[config.mk]
export PLATFORM = sky130hd
export DESIGN_NAME = ibex_data_bus_arbiter
export DESIGN_NICKNAME = d
export VERILOG_FILES = /design/src/rtl/ibex_data_bus_arbiter.sv
export SDC_FILE = /design/constraint.sdc
export NUM_CORES = 1
export LEC_CHECK = 0
export ABC_CLOCK_PERIOD_IN_PS = 4900
export CORE_AREA = 5 5 110 112
export CTS_BUF_LIST = sky130_fd_sc_hd__clkbuf_2
export DETAILED_ROUTE_END_ITERATION = 8
export DIE_AREA = 0 0 115 117
export HOLD_SLACK_MARGIN = 0.08
export MAX_ROUTING_LAYER = met4
export PLACE_DENSITY_LB_ADDON = 0.25
export RECOVER_POWER = 25
export SLEW_MARGIN = 20
export SYNTH_ARGS = -nofsm -noshare
export SYNTH_HDL_FRONTEND = slang
export SYNTH_SLANG_ARGS = --single-unit
[constraint.sdc]
create_clock -name clk_i -period 4.9 [get_ports clk_i]
set_clock_uncertainty 0.2 [all_clocks]
set_input_delay 0.49 -clock clk_i [delete_from_list [all_inputs] [get_ports clk_i]]
set_output_delay 0.49 -clock clk_i [all_outputs]
set_load 0.005 [all_outputs]
[src/rtl/ibex_data_bus_arbiter.sv]
// ---------------------------------------------------------------------------
// ibex_data_bus_arbiter
//
// Shares the single CHERIoT data memory port between the ibex core LSU and a
// background requester (TBRE revocation engine). Request muxing and response
// routing are combinational; lock, source FIFO and starvation counter are
// registered on clk_i.
//
// Handshake: a requester raises *_req_i with stable fields and holds both
// until it sees its *_gnt_o; a transfer happens on a cycle where
// data_req_o & data_gnt_i. Each granted transfer is answered by exactly one
// data_rvalid_i, in grant order, and the response is steered to the source
// recorded at grant time.
//
// Ports:
//   clk_i, rst_ni                      clock, async active-low reset
//   core_req_i/gnt_o/rvalid_o          core request handshake + response valid
//   core_we_i/be_i/addr_i/wdata_i/is_cap_i  core request fields
//   bg_req_i/gnt_o/rvalid_o            background handshake + response valid
//   bg_we_i/addr_i/wdata_i/is_cap_i    background fields (always full word)
//   rsp_rdata_o, rsp_err_o             response data/error, broadcast
//   data_req_o/gnt_i/rvalid_i          memory-side handshake
//   data_we_o/be_o/addr_o/wdata_o/is_cap_o  memory-side request fields
//   data_rdata_i, data_err_i           memory-side response
// ---------------------------------------------------------------------------
module ibex_data_bus_arbiter #(
  parameter int unsigned DataWidth      = 33,
  parameter int unsigned MaxOutstanding = 2,
  parameter int unsigned StarveLimit    = 4
) (
  input  logic                 clk_i,
  input  logic                 rst_ni,
  input  logic                 core_req_i,
  output logic                 core_gnt_o,
  output logic                 core_rvalid_o,
  input  logic                 core_we_i,
  input  logic [3:0]           core_be_i,
  input  logic [31:0]          core_addr_i,
  input  logic [DataWidth-1:0] core_wdata_i,
  input  logic                 core_is_cap_i,
  input  logic                 bg_req_i,
  output logic                 bg_gnt_o,
  output logic                 bg_rvalid_o,
  input  logic                 bg_we_i,
  input  logic [31:0]          bg_addr_i,
  input  logic [DataWidth-1:0] bg_wdata_i,
  input  logic                 bg_is_cap_i,
  output logic [DataWidth-1:0] rsp_rdata_o,
  output logic                 rsp_err_o,
  output logic                 data_req_o,
  input  logic                 data_gnt_i,
  input  logic                 data_rvalid_i,
  output logic                 data_we_o,
  output logic [3:0]           data_be_o,
  output logic [31:0]          data_addr_o,
  output logic [DataWidth-1:0] data_wdata_o,
  output logic                 data_is_cap_o,
  input  logic [DataWidth-1:0] data_rdata_i,
  input  logic                 data_err_i
);

  localparam int unsigned CntW = $clog2(MaxOutstanding + 1);
  localparam int unsigned StW  = (StarveLimit == 0) ? 1 : $clog2(StarveLimit + 1);
  localparam logic [CntW-1:0] MaxCnt    = CntW'(MaxOutstanding);
  localparam logic [StW-1:0]  StarveMax = StW'(StarveLimit);

  typedef enum logic {
    SRC_CORE = 1'b0,
    SRC_BG   = 1'b1
  } src_e;

  // Registered state
  logic            r_lock;
  src_e            r_src;
  src_e            r_fifo [MaxOutstanding];
  logic [CntW-1:0] r_cnt;
  logic [StW-1:0]  r_starve;
  logic [CntW-1:0] r_rsp_seen;

  // Combinational
  logic            w_room;
  logic            w_req;
  logic            w_promote;
  src_e            w_sel;
  logic            w_grant;
  logic            w_fifo_empty;
  logic            w_pop;
  src_e            w_fifo_nxt [MaxOutstanding];
  logic [CntW-1:0] w_cnt_nxt;

  // Gating looks only at the registered count, so a response arriving while
  // full frees a slot from the next cycle on, never in the same cycle.
  assign w_room       = (r_cnt < MaxCnt);
  assign w_req        = rst_ni & (core_req_i | bg_req_i) & w_room;
  assign w_promote    = (StarveLimit != 0) && (r_starve == StarveMax);
  assign w_fifo_empty = (r_cnt == '0);
  assign w_grant      = w_req & data_gnt_i;
  assign w_pop        = data_rvalid_i & ~w_fifo_empty;

  // While locked the previously presented source keeps the port so the
  // memory side sees stable fields until it grants.
  always_comb begin
    w_sel = SRC_CORE;
    if (r_lock) begin
      w_sel = r_src;
    end else if (bg_req_i && (!core_req_i || w_promote)) begin
      w_sel = SRC_BG;
    end
  end

  // Request side
  assign data_req_o    = w_req;
  assign core_gnt_o    = w_grant & (w_sel == SRC_CORE);
  assign bg_gnt_o      = w_grant & (w_sel == SRC_BG);
  assign data_we_o     = rst_ni & ((w_sel == SRC_BG) ? bg_we_i : core_we_i);
  assign data_is_cap_o = rst_ni & ((w_sel == SRC_BG) ? bg_is_cap_i : core_is_cap_i);
  assign data_be_o     = !rst_ni ? 4'h0 : ((w_sel == SRC_BG) ? 4'hf : core_be_i);
  assign data_addr_o   = !rst_ni ? 32'h0 : ((w_sel == SRC_BG) ? bg_addr_i : core_addr_i);
  assign data_wdata_o  = !rst_ni ? '0 : ((w_sel == SRC_BG) ? bg_wdata_i : core_wdata_i);

  // Response side: a response with nothing outstanding is dropped.
  assign core_rvalid_o = rst_ni & w_pop & (r_fifo[0] == SRC_CORE);
  assign bg_rvalid_o   = rst_ni & w_pop & (r_fifo[0] == SRC_BG);
  assign rsp_rdata_o   = !rst_ni ? '0 : data_rdata_i;
  assign rsp_err_o     = rst_ni & data_err_i;

  // Source FIFO as a shift register with the head at index 0. Pop shifts
  // first, then a push lands at the post-pop fill level.
  always_comb begin
    w_fifo_nxt = r_fifo;
    w_cnt_nxt  = r_cnt;
    if (w_pop) begin
      for (int i = 0; i < int'(MaxOutstanding) - 1; i++) begin
        w_fifo_nxt[i] = r_fifo[i+1];
      end
      w_fifo_nxt[MaxOutstanding-1] = SRC_CORE;
      w_cnt_nxt = w_cnt_nxt - CntW'(1);
    end
    if (w_grant) begin
      for (int i = 0; i < int'(MaxOutstanding); i++) begin
        if (CntW'(i) == w_cnt_nxt) begin
          w_fifo_nxt[i] = w_sel;
        end
      end
      w_cnt_nxt = w_cnt_nxt + CntW'(1);
    end
  end

  always_ff @(posedge clk_i or negedge rst_ni) begin
    if (!rst_ni) begin
      r_lock     <= 1'b0;
      r_src      <= SRC_CORE;
      r_cnt      <= '0;
      r_starve   <= '0;
      r_rsp_seen <= '0;
      for (int i = 0; i < int'(MaxOutstanding); i++) begin
        r_fifo[i] <= SRC_CORE;
      end
    end else begin
      r_fifo <= w_fifo_nxt;
      r_cnt  <= w_cnt_nxt;

      if (w_req && !data_gnt_i) begin
        r_lock <= 1'b1;
        r_src  <= w_sel;
      end else if (w_grant) begin
        r_lock <= 1'b0;
      end

      // Counts core wins while bg is kept waiting; saturation at the limit
      // is what flips selection to bg.
      if (!bg_req_i) begin
        r_starve <= '0;
      end else if (w_grant && (w_sel == SRC_BG)) begin
        r_starve <= '0;
      end else if (w_grant && (w_sel == SRC_CORE) && (r_starve != StarveMax)) begin
        r_starve <= r_starve + StW'(1);
      end

      // Responses seen since reset, saturating; late answers to requests
      // issued before a reset are tolerated during this window.
      if (data_rvalid_i && (r_rsp_seen != MaxCnt)) begin
        r_rsp_seen <= r_rsp_seen + CntW'(1);
      end
    end
  end

  a_no_stray_rvalid : assert property (
    @(posedge clk_i) disable iff (!rst_ni)
    (data_rvalid_i && w_fifo_empty) |-> (r_rsp_seen < MaxCnt)
  );

endmodule

==> reports/qor.csv <==
metric,value,unit
fp.coreArea,11130,sq um
ys_ff_latch,9,
worstMarginPinSlew,1609,ps
final_common_cell,clkdlybuf4s50_1,
yosys_warnings,0,
synth_edf_count,0,
wl_met3,1050,microns
die_area,13460,sq um
cp_slowest_cell,clkbuf_1,
met1_length,5378,microns
status,"finished, violations left",
root_buffer,clkbuf_2,
most-common-layout-cells,"clkdlybuf4s50_1 (279), o211ai_1 (135), a21oi_1 (67)",
setup_tns,0,ps
finish.utilization,48.38,%
r2r_slack,2390,ps
post-route-min-period,4054,ps
cts.hold.buffers_added,0,
synth_top_area_share,40.04,%
io_buffer_count,287,
nets,787,
hold_path_end,r_fifo[0],
p_comb_share,89.3,%
cts_resized,0,
routed_wl,13780,microns
rsz0062_at_grt,no,
drt_iter0_drc,275,
cts_sinks,9,
diodes,0,
max_slew_margin,-7.294,%
p_int,0.0008221,W
power_density,284.2,nW/um^2
power.leakage,1.803,nW
seq_area_frac_synth,8.898,%
post_drt_via_cell_ratio,5.276,
die_w,115,microns
clkPwrFrac,3.1,%
wl_per_cell,18.47,microns
drc_errors,0,
antenna_found_initial,0,
timing.critical_path.mode_cell,clkdlybuf4s50_1,
crit_path_start_kind,input pin,
period_share,82.73,%
area_growth,112.7,%
r2r_end,r_starve[1],
hold-path-cell-count,2,
routed.top_layer,met4,
finalSetupViolCount,0,
max_freq,246.7,MHz
synthCells,362,
stdcell_area,5383,sq um
hold_path.class,flip-flop to flip-flop,
cp.arrival,3360,ps
cts_setup_buffers,0,
yosysTopAreaCell,o211ai_1,
wl_met2,7137,microns
rows,39,
grt-ovfl-total,0,
drv_cap,1,
avgSynthCellArea,6.992,sq um
timing_worst_setup_path_type,input pin to output port,
cts_tree,yes,
grt_util_all_layers,18.88,%
synth_cell_types,35,
syn_nets,545,
drtAntennaViolNets,0,
p_sw_share,46.27,%
ios,288,
grt_max_degree,69,
cts_buffer_depth,2,
crit_required,4210,ps
clk_pin_slew_worst_paths,90,ps
ff2ff_path_depth,6,
cts_made_buffers,3,
r2r-start,r_starve[0],
critPathMaxFanout,49,
crit_path_cell_trace,"clkdlybuf4s50_1, clkbuf_1, and2b_1, and2_1, clkdlybuf4s50_1",
grt_pass1_vias,3945,
violations,"capacitance limit, slew limit",
p_total,0.001530,W
cp-end-kind,output port,
drv_slew,50,
slowest_delay,1170,ps
die-height,117,microns
dr.pass1.iters,4,
vias,3936,
synth_top_flop_cell,dfrtp_1,
setup_ws,846.2,ps
seqPwrFrac,7.6,%
p_switching,0.0007079,W
ir_drop,0.1693,mV
grt_pass1_wl,20220,microns
clock_latency,250,ps
dp_slack,1214,ps
initial_core_util,22.75,%
globalplace.congestion,0.8902,
placed_area,5373,sq um
hold_viol_final,0,
hpwl,10800,microns
drive_above_1_share,3.317,%
synth_area,2531,sq um
synth-async-reset-ratio,100.0,%
min_from,r_fifo[0],
yosys-top-cells-area,"o211ai_1 (40%), a21oi_1 (13%), and2_1 (8.9%)",
h-tree-depth,1,
-- layer usage --
| layer | vias up | global-route usage [%] |
|---|---|---|
| li1 | 1894 | - |
| met5 | - | - |
| met1 | 1815 | 21.61 |
| met4 | 0 | 3.678 |
| met2 | 210 | 35.11 |
| met3 | 17 | 2.725 |
-- power groups by stage --
stage / Sequential [W] / Clock (W) / Combinational [W]
floorplan: 0.000111 / 0 / 0.000779
global placement: 0.000117 / 0 / 0.00135
detailed placement: 0.000118 / 0 / 0.00137
CTS: 0.000117 / 0.0000487 / 0.00138
global route: 0.000119 / 0.0000530 / 0.00149
finish: 0.000117 / 0.0000469 / 0.00137
-- Yosys cell counts (2+ instances only) --
master	number
o41ai_1	2
dfrtp_1	9
o211ai_1	135
o311ai_0	2
nor3_1	2
nand2b_1	4
o21a_1	5
ha_1	5
buf_4	7
inv_1	8
buf_6	2
a31oi_1	2
and2_1	36
nand4_1	2
nand2_1	4
nor2_1	2
a21oi_1	67
mux2i_1	4
clkbuf_1	17
buf_2	32
-- final cells by class --
class                   instances  area (sq um)
clock buffers                   4         20.02
inverters                       9         33.78
repair buffers                295          2942
flip-flops and latches          9         225.2
well taps                     143         178.9
multi-input cells             286          1983
fillers                      1107          5743
-- through the flow --
| stage | hold WS (ps) | instances |
|---|---|---|
| floorplan | -5.591 | 362 |
| global placement | 318.8 | 742 |
| detailed placement | 337.7 | 742 |
| CTS | 350.1 | 746 |
| global route | 382.3 | 746 |
| finish | 352.1 | 746 |
-- kinds of logic after synthesis --
group	share of synthesized area, %
compound gates	58.58
xor+xnor	0.6922
fa+ha+maj	2.472
buf+inv	13.15
flops	8.898
mux	2.620
simple gates	13.59
-- worst max path at each step --
| stage | from | to | slack (ps) | cells past startpoint |
|---|---|---|---|---|
| after floorplan | r_starve[0] | data_wdata_o[12] | 2750 | 7 |
| after global placement | bg_req_i | data_wdata_o[8] | 1270 | 6 |
| after detailed placement | bg_req_i | data_addr_o[28] | 1210 | 6 |
| after CTS | bg_req_i | data_addr_o[28] | 1230 | 6 |
| after global routing | rst_ni | core_gnt_o | 540 | 6 |
| final | rst_ni | data_req_o | 850 | 5 |
-- state kept, by name, indices dropped and copies added (netlist names) --
| register | cells |
|---|---|
| r_starve | 3 |
| r_fifo | 2 |
| r_lock | 1 |
| r_cnt | 2 |
| r_src | 1 |
-- worst max-delay path: cells and delay by family --
kind,cells,cell delay (ps)
buf+inv,3,2210
simple gates,2,660
Note: power is estimated with default switching activity, not from simulation.
